<file path="config.mk">
export PLATFORM = sky130hd
export DESIGN_NAME = bram_read_arbiter_flat
export DESIGN_NICKNAME = d
export VERILOG_FILES = /design/src/rtl/bram_read_arbiter_if.sv /design/src/rtl/bram_read_arbiter.sv /design/src/flat_wrapper.sv
export SDC_FILE = /design/constraint.sdc
export NUM_CORES = 1
export LEC_CHECK = 0
export CELL_PAD_IN_SITES_DETAIL_PLACEMENT = 0
export CELL_PAD_IN_SITES_GLOBAL_PLACEMENT = 1
export CORE_MARGIN = 2
export CORE_UTILIZATION = 29
export DETAILED_ROUTE_END_ITERATION = 6
export PLACE_DENSITY_LB_ADDON = 0.1
export SYNTH_ARGS = -nofsm -noshare
export SYNTH_HDL_FRONTEND = slang
export SYNTH_SLANG_ARGS = --single-unit
export TNS_END_PERCENT = 30
</file>
<file path="constraint.sdc">
create_clock -name clk_p -period 3.1 [get_ports clk_p]
set_input_delay 0.62 -clock clk_p [delete_from_list [all_inputs] [get_ports clk_p]]
set_output_delay 0.62 -clock clk_p [all_outputs]
set_load 0.01 [all_outputs]
</file>
<file path="src/rtl/bram_read_arbiter_if.sv">
// Bus bundle between the image-side requesters, the read-port arbiter and the
// BRAM read port.
//   arb_en     : 1 = arbiter may issue new grants
//   req/lock   : per-requester read request and ownership-hold flags
//   req_addr   : per-requester read address, slice i belongs to requester i
//   gnt        : one-hot grant; a transfer happens when req[i] & gnt[i]
//   bram_en    : BRAM read enable
//   bram_addr  : BRAM read address
//   bram_dout  : BRAM read data
//   rvalid     : one-hot, read data valid for requester i
//   rdata      : read data returned to the requester flagged in rvalid
//   busy       : arbiter locked or reads still in flight
// master: requester/BRAM side. slave: arbiter side.
interface bram_read_arbiter_if #(
   parameter int DATA_WIDTH = 12,
   parameter int ADDR_WIDTH = 19,
   parameter int NUM_REQ    = 4
);
   logic                           arb_en;
   logic [NUM_REQ-1:0]             req;
   logic [NUM_REQ-1:0]             lock;
   logic [NUM_REQ*ADDR_WIDTH-1:0]  req_addr;
   logic [NUM_REQ-1:0]             gnt;
   logic                           bram_en;
   logic [ADDR_WIDTH-1:0]          bram_addr;
   logic [DATA_WIDTH-1:0]          bram_dout;
   logic [NUM_REQ-1:0]             rvalid;
   logic [DATA_WIDTH-1:0]          rdata;
   logic                           busy;

   modport master (
      output arb_en, req, lock, req_addr, bram_dout,
      input  gnt, bram_en, bram_addr, rvalid, rdata, busy
   );

   modport slave (
      input  arb_en, req, lock, req_addr, bram_dout,
      output gnt, bram_en, bram_addr, rvalid, rdata, busy
   );
endinterface

</file>
<file path="src/rtl/bram_read_arbiter.sv">
// Round-robin arbiter sharing the single BRAM read port between NUM_REQ
// requesters. A requester may lock ownership across a burst (up to MAX_LOCK
// transfers). Read data comes back tagged with the owner's one-hot rvalid,
// 2+RD_LAT cycles after the transfer, in issue order.
// Ports:
//   clk_p : clock
//   rst   : synchronous active-high reset
//   bus   : slave side of bram_read_arbiter_if (requests, grants, BRAM port,
//           tagged read data, busy)
module bram_read_arbiter #(
   parameter int DATA_WIDTH = 12,
   parameter int ADDR_WIDTH = 19,
   parameter int NUM_REQ    = 4,
   parameter int RD_LAT     = 1,
   parameter int MAX_LOCK   = 16
) (
   input  logic               clk_p,
   input  logic               rst,
   bram_read_arbiter_if.slave bus
);
   localparam int IDX_W = $clog2(NUM_REQ);
   localparam int CNT_W = $clog2(MAX_LOCK + 1);
   // Count value at which one more locked transfer forces release.
   localparam logic [CNT_W-1:0] LOCK_LAST = CNT_W'(MAX_LOCK - 1);
   localparam logic [IDX_W-1:0] IDX_LAST  = IDX_W'(NUM_REQ - 1);

   typedef enum logic {
      IDLE   = 1'b0,
      LOCKED = 1'b1
   } state_t;

   state_t             state_reg;
   logic [IDX_W-1:0]   rr_reg;
   logic [IDX_W-1:0]   owner_reg;
   logic [CNT_W-1:0]   lock_cnt_reg;

   // First set request at or above ptr, wrapping. Result is {found, index}.
   function automatic logic [IDX_W:0] rr_pick(input logic [NUM_REQ-1:0] r,
                                              input logic [IDX_W-1:0]   ptr);
      logic             found;
      logic [IDX_W-1:0] w;
      int               j;
      found = 1'b0;
      w     = '0;
      for (int k = 0; k < NUM_REQ; k++) begin
         j = int'(ptr) + k;
         if (j >= NUM_REQ) j = j - NUM_REQ;
         if (!found && r[j]) begin
            found = 1'b1;
            w     = IDX_W'(j);
         end
      end
      return {found, w};
   endfunction

   // Per-requester address slices.
   logic [ADDR_WIDTH-1:0] addr_arr [NUM_REQ];
   for (genvar gi = 0; gi < NUM_REQ; gi++) begin : g_addr
      assign addr_arr[gi] = bus.req_addr[gi*ADDR_WIDTH +: ADDR_WIDTH];
   end

   logic [IDX_W:0]     pick;
   logic               winner_found;
   logic [IDX_W-1:0]   winner;
   logic [IDX_W-1:0]   winner_inc;
   logic [NUM_REQ-1:0] grant;
   logic               xfer;
   logic [IDX_W-1:0]   xfer_idx;

   assign pick         = rr_pick(bus.req, rr_reg);
   assign winner_found = pick[IDX_W];
   assign winner       = pick[IDX_W-1:0];
   assign winner_inc   = (winner == IDX_LAST) ? '0 : winner + 1'b1;

   // Grant is combinational so a requester can transfer in the same cycle it
   // raises req; a locked owner is the only candidate while LOCKED.
   always_comb begin
      grant = '0;
      if (!rst && bus.arb_en) begin
         if (state_reg == LOCKED) begin
            grant[owner_reg] = bus.req[owner_reg];
         end else if (winner_found) begin
            grant[winner] = 1'b1;
         end
      end
   end

   assign xfer_idx = (state_reg == LOCKED) ? owner_reg : winner;
   assign xfer     = |(grant & bus.req);
   assign bus.gnt  = grant;

   // Ownership FSM. With arb_en low nothing moves, including a lock release.
   always_ff @(posedge clk_p) begin
      if (rst) begin
         state_reg    <= IDLE;
         rr_reg       <= '0;
         owner_reg    <= '0;
         lock_cnt_reg <= '0;
      end else if (bus.arb_en) begin
         case (state_reg)
            IDLE: begin
               if (xfer) begin
                  rr_reg <= winner_inc;
                  // A single-transfer lock limit never holds ownership.
                  if (bus.lock[winner] && (MAX_LOCK > 1)) begin
                     state_reg    <= LOCKED;
                     owner_reg    <= winner;
                     lock_cnt_reg <= CNT_W'(1);
                  end
               end
            end
            LOCKED: begin
               // rr_reg already points past the owner from the locking grant.
               if (xfer) begin
                  if (!bus.lock[owner_reg] || (lock_cnt_reg == LOCK_LAST)) begin
                     state_reg <= IDLE;
                  end
                  lock_cnt_reg <= lock_cnt_reg + 1'b1;
               end else if (!bus.lock[owner_reg]) begin
                  state_reg <= IDLE;
               end
            end
            default: state_reg <= IDLE;
         endcase
      end
   end

   // Read datapath: address stage, then an owner-tag pipeline that lines up
   // with the BRAM latency so returning data can be steered to its requester.
   logic                  bram_en_reg;
   logic [ADDR_WIDTH-1:0] bram_addr_reg;
   logic [RD_LAT:0]       tag_valid_reg;
   logic [IDX_W-1:0]      tag_idx_reg [RD_LAT+1];
   logic [NUM_REQ-1:0]    rvalid_next;
   logic [NUM_REQ-1:0]    rvalid_reg;
   logic [DATA_WIDTH-1:0] rdata_reg;

   for (genvar gi = 0; gi < NUM_REQ; gi++) begin : g_rvalid
      assign rvalid_next[gi] = tag_valid_reg[RD_LAT] &&
                               (tag_idx_reg[RD_LAT] == IDX_W'(gi));
   end

   always_ff @(posedge clk_p) begin
      if (rst) begin
         bram_en_reg   <= 1'b0;
         bram_addr_reg <= '0;
         tag_valid_reg <= '0;
         rvalid_reg    <= '0;
         rdata_reg     <= '0;
      end else begin
         bram_en_reg <= xfer;
         if (xfer) bram_addr_reg <= addr_arr[xfer_idx];
         tag_valid_reg <= {tag_valid_reg[RD_LAT-1:0], xfer};
         rvalid_reg    <= rvalid_next;
         if (tag_valid_reg[RD_LAT]) rdata_reg <= bus.bram_dout;
      end
   end

   // Tag contents only matter where the matching valid bit is set.
   always_ff @(posedge clk_p) begin
      tag_idx_reg[0] <= xfer_idx;
      for (int k = 1; k <= RD_LAT; k++) begin
         tag_idx_reg[k] <= tag_idx_reg[k-1];
      end
   end

   assign bus.bram_en   = bram_en_reg;
   assign bus.bram_addr = bram_addr_reg;
   assign bus.rvalid    = rvalid_reg;
   assign bus.rdata     = rdata_reg;
   assign bus.busy      = (state_reg == LOCKED) || (|tag_valid_reg);
endmodule

</file>
<file path="src/flat_wrapper.sv">
// flat-port wrapper written by rule: the top's interface ports become plain ports
module bram_read_arbiter_flat 
#(
   parameter int DATA_WIDTH = 12,
   parameter int ADDR_WIDTH = 19,
   parameter int NUM_REQ    = 4,
   parameter int RD_LAT     = 1,
   parameter int MAX_LOCK   = 16
)
  (clk_p, rst, bus_arb_en, bus_req, bus_lock, bus_req_addr, bus_bram_dout, bus_gnt, bus_bram_en, bus_bram_addr, bus_rvalid, bus_rdata, bus_busy);
  bram_read_arbiter_if #(.DATA_WIDTH(DATA_WIDTH), .ADDR_WIDTH(ADDR_WIDTH), .NUM_REQ(NUM_REQ)) bus_i ();
  input  logic clk_p;
  input  logic rst;
  input wire logic [$bits(bus_i.arb_en)-1:0] bus_arb_en;
  input wire logic [$bits(bus_i.req)-1:0] bus_req;
  input wire logic [$bits(bus_i.lock)-1:0] bus_lock;
  input wire logic [$bits(bus_i.req_addr)-1:0] bus_req_addr;
  input wire logic [$bits(bus_i.bram_dout)-1:0] bus_bram_dout;
  output wire logic [$bits(bus_i.gnt)-1:0] bus_gnt;
  output wire logic [$bits(bus_i.bram_en)-1:0] bus_bram_en;
  output wire logic [$bits(bus_i.bram_addr)-1:0] bus_bram_addr;
  output wire logic [$bits(bus_i.rvalid)-1:0] bus_rvalid;
  output wire logic [$bits(bus_i.rdata)-1:0] bus_rdata;
  output wire logic [$bits(bus_i.busy)-1:0] bus_busy;
  assign bus_i.arb_en = bus_arb_en;
  assign bus_i.req = bus_req;
  assign bus_i.lock = bus_lock;
  assign bus_i.req_addr = bus_req_addr;
  assign bus_i.bram_dout = bus_bram_dout;
  assign bus_gnt = bus_i.gnt;
  assign bus_bram_en = bus_i.bram_en;
  assign bus_bram_addr = bus_i.bram_addr;
  assign bus_rvalid = bus_i.rvalid;
  assign bus_rdata = bus_i.rdata;
  assign bus_busy = bus_i.busy;
  bram_read_arbiter #(.DATA_WIDTH(DATA_WIDTH), .ADDR_WIDTH(ADDR_WIDTH), .NUM_REQ(NUM_REQ), .RD_LAT(RD_LAT), .MAX_LOCK(MAX_LOCK)) u_core (.clk_p(clk_p), .rst(rst), .bus(bus_i));
endmodule
</file>
==> impl_metrics.json, run 1 <==
{
  "ys_types": 54,
  "rsz0062_at_grt": "no",
  "clock-sinks": 51,
  "wl_mm": 7.90,
  "p_per_area_nw_per_um2": 363,
  "top_usage_layer": "met2",
  "die_y_um": 101,
  "critPathCaptureType": "primary output",
  "clkSlewWorstSetupHoldPaths_ns": 0.10,
  "syn_inst": 272,
  "synthSimpleGateAreaFrac": 0.152,
  "wl_per_cell_um": 14.1,
  "dr_total_vias": 2628,
  "final_cell_mix": "clkdlybuf4s50_1 (134), mux2i_1 (52), dfxtp_1 (51)",
  "layout-drive-gt1-share": 0.155,
  "core-area_um2": 9240,
  "drc": 0,
  "cts_tree": "built",
  "synth_fa_ha_area_frac": 0.0273,
  "total_power_w": 0.00165,
  "dpl.hpwl_mm": 6.06,
  "clockRootBuffer": "clkbuf_8",
  "synth_xor_area_frac": 0.00318,
  "setup_ws_ns": 0.112,
  "synth-seq-cells": 51,
  "htree_num_levels": 2,
  "synth_ff_type": "dfxtp_1",
  "ys_warn_count": 0,
  "grt_max_degree": 40,
  "synth.area.top_cells": "dfxtp_1 (37%), mux2i_1 (19%), o221ai_2 (6.0%), nand2_1 (4.5%), ha_1 (2.7%)",
  "synth_edf_count": 0,
  "synth_area_um2": 2750,
  "fin_crit_sh": 0.964,
  "use_met2": 0.247,
  "hold_buffers": 0,
  "hold_viol_final": 0,
  "muxShareOfSynthArea": 0.202,
  "grt_use_met1": 0.177,
  "status": "finished clean",
  "viasPerCell": 4.68,
  "dieArea_um2": 10300,
  "synth_compound_area_frac": 0.189,
  "place_ws_ns": -0.241,
  "cp-start-kind": "primary input",
  "antenna_cells": 0,
  "max_freq_mhz": 335,
  "fin_skew_ns": 0.00738,
  "largest_reg_flops": 19,
  "netlist.top_cell.by_area": "dfxtp_1",
  "grt_util_met3": 0.0400,
  "yosysSeqAreaShare": 0.371,
  "nFillCells": 873,
  "layout_commonest_cell": "clkdlybuf4s50_1",
  "initial_core_util": 0.298,
  "post-route-min-period_ns": 2.99,
  "gp_congestion": 0.809,
  "crit_type": "in2out",
  "nets": 536,
  "syn_to_final_growth_pct": 65.6,
  "syn_nets": 377,
  "crit_arrival_ns": 2.37,
  "crit_fanout": 3,
  "syn_avg_cell_area_um2": 10.1,
  "drtIter0Drc": 68,
  "ant_nets": 0,
  "synth_top_area_frac": 0.371,
  "relSlewSlack": 0.768,
  "cap_violations": 0,
  "setup_violations": 0,
  "cp.required_ns": 2.48,
  "hold_path.class": "reg2reg",
  "synth_top_family_by_area": "multiplexers",
  "clockBufferDepth": 2,
  "dr.pass1.iters": 4,
  "place.port_buffers": 139,
  "clock_latency_ns": 0.31,
  "first_global_vias": 2427,
  "vdd_drop_max_mv": 0.209,
  "p_leak_nw": 1.71,
  "drv_slew": 0,
  "grt.overflow.total": 0,
  "num_rows": 35,
  "cts_made_buffers": 5,
  "grt_pass1_wl_mm": 12.0,
  "holdWs_ns": 0.335,
  "synth_async_sr_flop_share": 0,
  "antenna_found_initial": 0,
  "worstMarginPinSlew_ns": 0.348,
  "ioPinCount": 140,
  "fp.dieW_um": 101,
  "grt_use_total": 0.146
}
## routing by layer
layer,share of wire,wire length [um]
met5,0,0
met4,0.023,184
met3,0.065,517
met2,0.49,3850
met1,0.42,3350
## cells in the mapped netlist, types with 2 or more instances
library cell / number
and3_1: 2
o21bai_1: 2
dfxtp_1: 51
o221ai_2: 11
a32o_1: 2
mux2i_1: 52
nand2b_1: 2
nand2_1: 33
a311oi_1: 4
inv_1: 6
a22oi_1: 3
nor2_1: 19
clkbuf_1: 3
o21ai_0: 5
buf_4: 2
a211oi_1: 3
a21oi_1: 5
nor2b_1: 6
nand3_1: 6
nor3b_1: 2
o221ai_1: 8
buf_2: 2
buf_6: 6
ha_1: 6
o21ai_1: 2
## cells by family after synthesis
kind of cell | Yosys count
simple gates | 83
compound gates | 55
xor+xnor | 1
flops | 51
mux | 54
fa+ha+maj | 6
buf+inv | 22
## through the flow
stage                      util  instances  cell area (um^2)  setup TNS [ns]
after detailed placement  0.481        552              4440           -6.04
after global placement    0.481        552              4440           -3.72
after global routing      0.493        561              4550               0
after CTS                 0.490        560              4530          -0.128
final                     0.493        561              4550               0
after floorplan               -        272              2750               0
## final timing paths
check                                                 startpoint                                     to  slack (ns)  cells past startpoint
worst max-delay path                                  bus_req[2]                             bus_gnt[2]        0.11                      8
worst min-delay path            u_core.tag_idx_reg[0][0]$_DFF_P_       u_core.tag_idx_reg[0][2]$_DFF_P_        0.34                      0
worst max register to register     u_core.rr_reg[1]$_SDFFE_PP0P_  u_core.bus.bram_addr[17]$_SDFFE_PP0P_        0.62                     12
worst min register to register  u_core.tag_idx_reg[0][0]$_DFF_P_       u_core.tag_idx_reg[0][2]$_DFF_P_        0.34                      0
## repair_timing
item	CTS	global route
setup buffers	0	0
gates cloned	0	1
endpoints found under the setup margin	4	29
pin swaps	0	2
gates resized for setup	5	7
## final cells by class
type	count	area, um^2	area share
clock buffers	5	68.8	0.0151
clock inverters	3	20.0	0.00440
inverters	6	22.5	0.00495
multi-input cells	200	1610	0.353
flip-flops and latches	51	1020	0.224
well taps	129	161	0.0354
repair buffers	167	1650	0.363
## worst max-delay path, cell delays in order
cell and delay [ns]:
clkdlybuf4s50_1 0.45, nor2b_2 0.18, a211o_1 0.27, nand2_1 0.09, inv_1 0.07, ha_2 0.20
a32o_1 0.21, dlygate4sd2_1 0.28
## power by group
group / leakage, nW / internal (W) / switching, W
logic: 1.25 / 0.000316 / 0.000215
clock network: 0.0402 / 0.000158 / 0.000238
registers: 0.415 / 0.000701 / 0.0000259
total: 1.71 / 0.00118 / 0.000478
(Power assumes the default switching activity.)
==> inputs of run 2 (changes only) <==
--- a/config.mk
+++ b/config.mk
@@ -11,6 +11,7 @@
 export CORE_UTILIZATION = 29
 export DETAILED_ROUTE_END_ITERATION = 6
 export PLACE_DENSITY_LB_ADDON = 0.1
+export SETUP_SLACK_MARGIN = 0.4
 export SYNTH_ARGS = -nofsm -noshare
 export SYNTH_HDL_FRONTEND = slang
 export SYNTH_SLANG_ARGS = --single-unit
==> run 2 against run 1 <==
Via count down 0.42%. Core utilization grew 0.45 points. Maximum frequency up 11%. Non-clock buffer count is 3 higher.
==> impl_metrics.json, run 2 (same netlist as run 1, synthesis figures left out) <==
{
  "syn_to_final_growth_pct": 67.1,
  "fin_crit_sh": 0.872,
  "final_cell_mix": "clkdlybuf4s50_1 (131), mux2i_1 (52), dfxtp_1 (51)",
  "core-area_um2": 9240,
  "worstMarginPinSlew_ns": 0.351,
  "fin_skew_ns": 0.00729,
  "fp.dieW_um": 101,
  "crit_path_max_incr_delay_ns": 0.29,
  "dpl_cell_area_um2": 4440,
  "num_rows": 35,
  "design_area_um2": 4600,
  "hold_path.class": "reg2reg",
  "nets": 539,
  "hold_viol_final": 0,
  "clockRootBuffer": "clkbuf_8",
  "drv_slew": 0,
  "hold_end": "u_core.tag_idx_reg[0][2]$_DFF_P_",
  "status": "finished clean",
  "grt_use_total": 0.146,
  "dpl.hpwl_mm": 6.06,
  "rrSetupSlack_ns": 0.70,
  "total_power_w": 0.00167,
  "crit_arrival_ns": 2.08,
  "clockBufferDepth": 2,
  "die_y_um": 101,
  "vdd_drop_max_mv": 0.209,
  "ant_nets": 0,
  "relSlewSlack": 0.763,
  "register_area_um2": 1020,
  "drtIter0Drc": 75,
  "fin_util": 0.497,
  "critPathCaptureType": "primary output",
  "path_buf_inv": 3,
  "grt_max_degree": 40,
  "cts_made_buffers": 5,
  "cp.required_ns": 2.48,
  "worst_r2r_endpoint": "u_core.bus.bram_addr[17]$_SDFFE_PP0P_",
  "antenna_found_initial": 0,
  "dr.pass1.iters": 4,
  "grt.overflow.total": 0,
  "cp-start-kind": "primary input",
  "wl_per_cell_um": 14.1,
  "crit_fanout": 3,
  "setup_violations": 0,
  "rsz0062_at_grt": "yes",
  "dr_total_vias": 2617,
  "hold_start": "u_core.tag_idx_reg[0][0]$_DFF_P_",
  "htree_num_levels": 2,
  "nFillCells": 872,
  "initial_core_util": 0.298,
  "layout_commonest_cell": "clkdlybuf4s50_1",
  "antenna_cells": 0,
  "ioPinCount": 140,
  "max_freq_mhz": 370,
  "reg2reg_depth": 11,
  "hold_buffers": 0,
  "r2r-start": "u_core.rr_reg[1]$_SDFFE_PP0P_",
  "viasPerCell": 4.64,
  "hold_depth": 0,
  "crit_type": "in2out",
  "first_global_vias": 2441,
  "path_cells": "dlygate4sd2_1 -> nor2b_4 -> a211o_1 -> nand2_2 -> inv_1 -> ha_2 -> a32o_1 -> clkdlybuf4s15_2",
  "wl_mm": 7.96,
  "grt_pass1_wl_mm": 12.0,
  "path_delay_family": "buffers and inverters",
  "layout-drive-gt1-share": 0.182,
  "clkSlewWorstSetupHoldPaths_ns": 0.10,
  "clock_latency_ns": 0.31,
  "critPathSlowestCell": "a211o_1",
  "largest_reg_flops": 19,
  "dieArea_um2": 10300,
  "clock-sinks": 51,
  "finalNonFillerCells": 564,
  "multi_input_area_um2": 1650,
  "p_leak_nw": 1.71,
  "drc": 0,
  "gp_congestion": 0.809,
  "place.port_buffers": 139,
  "placedCellCount": 552,
  "cts_tree": "built",
  "cap_violations": 0,
  "post-route-min-period_ns": 2.70,
  "p_per_area_nw_per_um2": 363
}
[run 2: cell types whose count changed in the layout (fill, tap and decap cells not counted), moves of 2 or more]
| cell | previous run | this run |
|---|---|---|
| clkdlybuf4s50_1 | 134 | 131 |
| dlymetal6s2s_1 | 2 | 0 |
| buf_4 | 24 | 27 |
| nor2b_4 | 0 | 2 |
| buf_2 | 0 | 2 |
| nor2b_2 | 3 | 1 |
[run 2: stage by stage]
stage          setup slack (ns)  setup TNS (ns)  hold WS, ns
2_1_floorplan             0.430               0        0.310
3_3_place_gp             -0.147           -3.72        0.310
3_5_place_dp             -0.241           -6.04        0.312
4_1_cts                   0.382               0        0.335
5_1_grt                   0.337               0        0.332
6_report                  0.398               0        0.336
[run 2: layout make-up]
class                      instances  area share
clock inverter                     3     0.00436
timing repair buffer             170       0.360
multi-input combinational        200       0.358
sequential                        51       0.222
tap                              129      0.0351
inverter                           6     0.00490
clock buffer                       5      0.0150
[run 2: worst max path at each step]
| stage | startpoint | slack, ns | cells past startpoint | end |
|---|---|---|---|---|
| after global routing | bus_req[0] | 0.34 | 8 | bus_gnt[0] |
| final | bus_req[2] | 0.40 | 8 | bus_gnt[2] |
| after CTS | bus_req[0] | 0.38 | 9 | bus_gnt[1] |
| after detailed placement | bus_req[0] | -0.24 | 13 | u_core.bus.bram_addr[11]$_SDFFE_PP0P_ |
| after floorplan | bus_req[2] | 0.43 | 13 | u_core.bus.bram_addr[4]$_SDFFE_PP0P_ |
| after global placement | bus_req[0] | -0.15 | 9 | bus_gnt[3] |
[run 2: power by group]
part	total, W	internal (W)	switching (W)
clock	0.000397	0.000158	0.000239
combinational	0.000542	0.000323	0.000219
sequential	0.000728	0.000701	0.0000263
[run 2: timing repair]
action                     CTS  global route
pin swaps                    3             3
setup endpoints to repair   31            29
setup buffers                3             0
gates resized for setup     25             7
gates cloned                 0             1
[run 2: layer usage]
layer  routed length [um]  global-route usage  part of all wire  vias to the layer above
li1                     -                   -                 -                     1329
met1                 3370               0.176              0.42                     1206
met2                 3910               0.249              0.49                       72
met3                  510              0.0400             0.064                       10
met4                  170              0.0541             0.021                        0
met5                    0                   0                 0                        -
